`config.mk`:
```
export PLATFORM = sky130hd
export DESIGN_NAME = mem_arbiter
export DESIGN_NICKNAME = d
export VERILOG_FILES = /design/src/rtl/mem_arbiter.sv
export SDC_FILE = /design/constraint.sdc
export NUM_CORES = 1
export LEC_CHECK = 0
export ABC_CLOCK_PERIOD_IN_PS = 12400
export BUFFER_PORTS_ARGS = -buffer_cell sky130_fd_sc_hd__clkbuf_2
export CORE_ASPECT_RATIO = 0.7
export CORE_UTILIZATION = 50
export CTS_BUF_LIST = sky130_fd_sc_hd__clkbuf_16
export DETAILED_ROUTE_END_ITERATION = 8
export GPL_TIMING_DRIVEN = 0
export PLACE_DENSITY = 0.83
export SYNTH_ARGS = -nofsm -noshare
export SYNTH_HDL_FRONTEND = slang
export SYNTH_SLANG_ARGS = --single-unit
```
`constraint.sdc`:
```
create_clock -name clk -period 12.4 [get_ports clk]
set_clock_uncertainty 0.05 [all_clocks]
set_input_delay 2.48 -clock clk [delete_from_list [all_inputs] [get_ports clk]]
set_output_delay 2.48 -clock clk [all_outputs]
set_load 0.005 [all_outputs]
```
`src/rtl/mem_arbiter.sv`:
```
// Round-robin req/ack arbiter sharing one single-port memory between the fetch and data ports.
// Optional grant counters are enabled by defining MEM_ARB_PERF_EN.
module mem_arbiter #(
    parameter int ADDR_W = 8,
    parameter int DATA_W = 32,
    parameter int RD_LAT = 1
) (
    input  logic              clk,
    input  logic              reset,
    input  logic              instr_req,
    input  logic [ADDR_W-1:0] instr_addr,
    output logic              instr_ack,
    output logic [DATA_W-1:0] instr_rdata,
    input  logic              data_req,
    input  logic              data_we,
    input  logic [ADDR_W-1:0] data_addr,
    input  logic [DATA_W-1:0] data_wdata,
    output logic              data_ack,
    output logic [DATA_W-1:0] data_rdata,
    output logic [ADDR_W-1:0] mem_addr,
    output logic              mem_read_en,
    output logic              mem_write_en,
    output logic [DATA_W-1:0] mem_write_val,
    input  logic [DATA_W-1:0] mem_read_val
`ifdef MEM_ARB_PERF_EN
    ,
    output logic [15:0]       instr_grant_cnt,
    output logic [15:0]       data_grant_cnt
`endif
);

    typedef enum logic [1:0] {IDLE = 2'd0, ISSUE = 2'd1, WAIT = 2'd2, DONE = 2'd3} state_t;

    localparam logic [2:0] LAST_CNT = 3'(RD_LAT - 1);

    state_t            state_q, state_d;
    logic              last_grant_q, last_grant_d;   // 1 = data port
    logic              grant_q, grant_d;
    logic              we_q, we_d;
    logic [2:0]        cnt_q, cnt_d;
    logic [ADDR_W-1:0] mem_addr_q, mem_addr_d;
    logic [DATA_W-1:0] mem_write_val_q, mem_write_val_d;
    logic              mem_read_en_q, mem_read_en_d;
    logic              mem_write_en_q, mem_write_en_d;
    logic              instr_ack_q, instr_ack_d;
    logic              data_ack_q, data_ack_d;
    logic [DATA_W-1:0] instr_rdata_q, instr_rdata_d;
    logic [DATA_W-1:0] data_rdata_q, data_rdata_d;
    logic              sel_data_s;
    logic              grant_fire_s;

    // Next-state and registered-output logic of the arbitration FSM.
    always_comb begin
        state_d         = state_q;
        last_grant_d    = last_grant_q;
        grant_d         = grant_q;
        we_d            = we_q;
        cnt_d           = cnt_q;
        mem_addr_d      = mem_addr_q;
        mem_write_val_d = mem_write_val_q;
        mem_read_en_d   = 1'b0;
        mem_write_en_d  = 1'b0;
        instr_ack_d     = 1'b0;
        data_ack_d      = 1'b0;
        instr_rdata_d   = instr_rdata_q;
        data_rdata_d    = data_rdata_q;
        sel_data_s      = 1'b0;
        grant_fire_s    = 1'b0;
        case (state_q)
            IDLE: begin
                if (instr_req && data_req) begin
                    sel_data_s = ~last_grant_q;
                end else begin
                    sel_data_s = data_req;
                end
                if (instr_req || data_req) begin
                    grant_fire_s   = 1'b1;
                    grant_d        = sel_data_s;
                    last_grant_d   = sel_data_s;
                    we_d           = sel_data_s & data_we;
                    // Strobes are registered here so they are high exactly during ISSUE.
                    mem_read_en_d  = ~(sel_data_s & data_we);
                    mem_write_en_d = sel_data_s & data_we;
                    if (sel_data_s) begin
                        mem_addr_d      = data_addr;
                        mem_write_val_d = data_wdata;
                    end else begin
                        mem_addr_d      = instr_addr;
                        mem_write_val_d = mem_write_val_q;
                    end
                    state_d = ISSUE;
                end else begin
                    state_d = IDLE;
                end
            end
            ISSUE: begin
                if (we_q) begin
                    data_ack_d = 1'b1;
                    state_d    = DONE;
                end else begin
                    cnt_d   = 3'd0;
                    state_d = WAIT;
                end
            end
            WAIT: begin
                if (cnt_q == LAST_CNT) begin
                    if (grant_q) begin
                        data_rdata_d = mem_read_val;
                        data_ack_d   = 1'b1;
                    end else begin
                        instr_rdata_d = mem_read_val;
                        instr_ack_d   = 1'b1;
                    end
                    state_d = DONE;
                end else begin
                    cnt_d   = cnt_q + 3'd1;
                    state_d = WAIT;
                end
            end
            DONE: begin
                state_d = IDLE;
            end
            default: begin
                state_d = IDLE;
            end
        endcase
    end

    // State and output registers.
    always_ff @(posedge clk or posedge reset) begin
        if (reset) begin
            state_q         <= IDLE;
            last_grant_q    <= 1'b1;
            grant_q         <= 1'b0;
            we_q            <= 1'b0;
            cnt_q           <= 3'd0;
            mem_addr_q      <= '0;
            mem_write_val_q <= '0;
            mem_read_en_q   <= 1'b0;
            mem_write_en_q  <= 1'b0;
            instr_ack_q     <= 1'b0;
            data_ack_q      <= 1'b0;
            instr_rdata_q   <= '0;
            data_rdata_q    <= '0;
        end else begin
            state_q         <= state_d;
            last_grant_q    <= last_grant_d;
            grant_q         <= grant_d;
            we_q            <= we_d;
            cnt_q           <= cnt_d;
            mem_addr_q      <= mem_addr_d;
            mem_write_val_q <= mem_write_val_d;
            mem_read_en_q   <= mem_read_en_d;
            mem_write_en_q  <= mem_write_en_d;
            instr_ack_q     <= instr_ack_d;
            data_ack_q      <= data_ack_d;
            instr_rdata_q   <= instr_rdata_d;
            data_rdata_q    <= data_rdata_d;
        end
    end

    assign mem_addr      = mem_addr_q;
    assign mem_write_val = mem_write_val_q;
    assign mem_read_en   = mem_read_en_q;
    assign mem_write_en  = mem_write_en_q;
    assign instr_ack     = instr_ack_q;
    assign data_ack      = data_ack_q;
    assign instr_rdata   = instr_rdata_q;
    assign data_rdata    = data_rdata_q;

`ifdef MEM_ARB_PERF_EN
    logic [15:0] instr_grant_cnt_q, instr_grant_cnt_d;
    logic [15:0] data_grant_cnt_q, data_grant_cnt_d;

    // Saturating per-port grant counters.
    always_comb begin
        instr_grant_cnt_d = instr_grant_cnt_q;
        data_grant_cnt_d  = data_grant_cnt_q;
        if (grant_fire_s && !sel_data_s && (instr_grant_cnt_q != 16'hFFFF)) begin
            instr_grant_cnt_d = instr_grant_cnt_q + 16'd1;
        end else begin
            instr_grant_cnt_d = instr_grant_cnt_q;
        end
        if (grant_fire_s && sel_data_s && (data_grant_cnt_q != 16'hFFFF)) begin
            data_grant_cnt_d = data_grant_cnt_q + 16'd1;
        end else begin
            data_grant_cnt_d = data_grant_cnt_q;
        end
    end

    // Grant counter registers.
    always_ff @(posedge clk or posedge reset) begin
        if (reset) begin
            instr_grant_cnt_q <= 16'd0;
            data_grant_cnt_q  <= 16'd0;
        end else begin
            instr_grant_cnt_q <= instr_grant_cnt_d;
            data_grant_cnt_q  <= data_grant_cnt_d;
        end
    end

    assign instr_grant_cnt = instr_grant_cnt_q;
    assign data_grant_cnt  = data_grant_cnt_q;
`endif

endmodule

```
==> results.yml <==
floorplan:
  io_pins: 193
  core.rowCount: 28
  die_y_um: 81.90
  die_w_um: 116.1
  dieArea_um2: 9511
  initial_core_util: 0.5269
  coreArea_um2: 8653
final_layout:
  fin_area_um2: 6269
  layout-drive-gt1-share: 0.6288
  final-seq-area_um2: 2904
  fin_cells: 648
  multi_input_area_um2: 1530
  num-fill-cells: 595
  antenna_cells: 0
  area_growth_pct: 37.49
  num-nets-final: 607
  finalCoreUtilization: 0.7244
drt:
  routed_wl_um: 9796
  viasPerCell: 4.904
  dr.first_iter.drc_count: 140
  drt_first_pass_iters: 4
  drtAntennaViolNets: 0
  avgRoutedWirePerCell_um: 15.12
  vias: 3178
  route.detailed.drc: 0
clock_tree:
  clkSinkCount: 116
  root_buffer: "clkbuf_16"
  path_clk_slew_ns: 0.05
  cts-buffers-inserted: 17
  htree_levels: 4
  cts_setup_buffers: 0
  cts_resized: 0
  postCtsHoldBufs: 0
  clk_latency_ns: 0.39
  cts_tree: "built"
  clockBufferDepth: 2
synthesis:
  synth_warnings: 0
  synthTopCellsByArea: "dfrtp_1 63%, mux2_2 23%, a21oi_1 2.0%"
  synth_area_um2: 4559
  syn_area_per_cell_um2: 14.95
  synth_top_cell_by_area: "dfrtp_1"
  synth-seq-cells: 116
  postSynthCellCount: 305
  synth_cell_types: 33
  synth-seq-area-share: 0.6369
  syn-num-nets: 395
  synth.top_cell.area_share: 0.6312
power_and_ir_drop:
  max-vdd-ir-drop_mv: 0.1442
  powerDensity_nw_per_um2: 276.4
  power.switching_mw: 0.5088
  total_power_mw: 1.733
  p_int_mw: 1.224
  p_comb_frac: 0.345
  seqPwrFrac: 0.386
  leakagePower_nw: 3.113
  pwr-share-clk: 0.270
  sw_frac_of_total: 0.2936
job:
  maxCapViolations: 0
placement:
  placed_cell_area_um2: 5700
  gp_congestion: 0.8548
  port_buffers: 192
  place_ws_ns: 8.566
  hpwl_um: 7343
  dpl.cell_count: 618
timing:
  final-hold-violation-count: 0
  fmax_mhz: 290.3
  relSlewSlack: 0.4539
  setup-violations-final: 0
  rsz0062_at_grt: "no"
  tns_ns: 0
  fin_crit_sh: 0.2778
  worst_slew_pin_slew_ns: 0.8191
  setup_ws_ns: 8.955
  slew_viol_final: 0
  fin_hold_ws_ns: 0.4253
  fin_crit_ns: 3.445
hold_path:
  hold_class: "reg2reg"
grt:
  antenna_found_initial: 0
  grt_max_degree: 68
  grt_first_pass_wirelength_um: 15660
  grt_pass1_vias: 3275
  grtUsageTotal: 0.2196
  gr-total-overflow: 0
worst_setup_path:
  critical_path_buf_inv_count: 1
  crit_arrival_ns: 0.91
  cp_max_fo: 2
  cpMaxStageDelayCell: "dfrtp_1"
  cp-start-kind: "register"
  crit_chain: "clkbuf_2"
  crit_family: "flip-flops"
  slowest_delay_ns: 0.39
  crit_required_ns: 9.87
  worst-setup-path-type: "reg2out"
  critPathCaptureType: "primary output"
outcome:
  outcome: "complete, no violations"
## registers in the layout, summed over array words and instances (netlist names)
signal         count
mem_read_en        1
instr_rdata       32
grant_q            1
we_q               1
state_q            2
last_grant_q       1
mem_addr           8
cnt_q              3
data_rdata        32
instr_ack          1
data_ack           1
mem_write_val     32
mem_write_en       1
## power by group through the flow
stage               clock network [mW]  logic (mW)  registers (mW)
floorplan                            0       0.322           0.679
CTS                              0.476       0.609           0.670
detailed placement                   0       0.606           0.673
global route                     0.492       0.662           0.693
global placement                     0       0.585           0.659
finish                           0.467       0.597           0.669
## Yosys cell counts
cell / n
ha_1: 5
clkbuf_1: 2
a21o_1: 1
nand3_2: 1
and2b_1: 1
nand2_1: 15
buf_2: 4
nor3_4: 1
inv_1: 5
a311oi_1: 1
and2_1: 1
nor2_1: 10
buf_6: 6
o21a_1: 1
a21boi_2: 1
dfrtp_1: 115
mux2i_1: 1
a21boi_0: 1
o211ai_1: 1
nand4_1: 2
nand2b_4: 1
mux2_1: 2
a21bo_2: 1
inv_2: 1
nor3b_1: 1
buf_4: 1
and3_1: 2
a21oi_1: 18
dfstp_2: 1
o311ai_0: 1
o21ai_0: 5
mux2_2: 94
nor2b_1: 2
## metal layers
layer | global-route usage | vias up | part of all wire | routed length (um)
met5 | 0 | - | 0 | 0
met4 | 0.07949 | 0 | 0.017 | 165
met3 | 0.06494 | 18 | 0.055 | 539
met2 | 0.3881 | 115 | 0.51 | 4970
met1 | 0.2563 | 1543 | 0.42 | 4120
li1 | - | 1502 | - | -
## logic make-up (layout without fill, tap and decap cells)
group / Yosys count / count (layout) / synth area share
compound gates: 31 / 31 / 0.04034
fa+ha+maj: 5 / 5 / 0.01372
buf+inv: 19 / 242 / 0.02744
flops: 116 / 116 / 0.6369
mux: 97 / 97 / 0.2393
simple gates: 37 / 37 / 0.04226
## area by class of cell
type	count	area share
Clock buffer	17	0.06786
Tap cell	120	0.02395
Inverter	6	0.003992
Clock inverter	13	0.02275
Buffer	13	0.01637
Sequential cell	116	0.4633
Multi-Input combinational cell	170	0.2441
Timing Repair Buffer	193	0.1577
## placed cells by master, fill, tap and decap left out, types with 2 or more instances in the layout
master      count
ha_1            5
bufinv_16       3
clkbuf_1        2
clkinv_2        3
mux2_2         94
a21oi_1        18
clkbuf_16      17
buf_2           4
dfrtp_1       115
clkinv_1        4
nand4_1         2
clkbuf_2      192
inv_1           4
o21ai_0         5
buf_6           6
clkinvlp_4      3
nor2b_1         2
and3_1          2
mux2_1          2
nand2_1        15
nor2_1         10
## final timing paths
check                      slack (ns)           endpoint  cells past startpoint            from
setup / recovery                 8.96     data_rdata[19]                      1  data_rdata[19]
hold / removal                   0.43       last_grant_q                      2    last_grant_q
setup reg to reg                10.49    instr_rdata[16]                      7      state_q[0]
hold reg to reg                  0.43       last_grant_q                      2    last_grant_q
max in group asynchronous        9.33       last_grant_q                      3           reset
min in group asynchronous        2.21  mem_write_val[25]                      2           reset
Power figures use the tool's default switching activity.
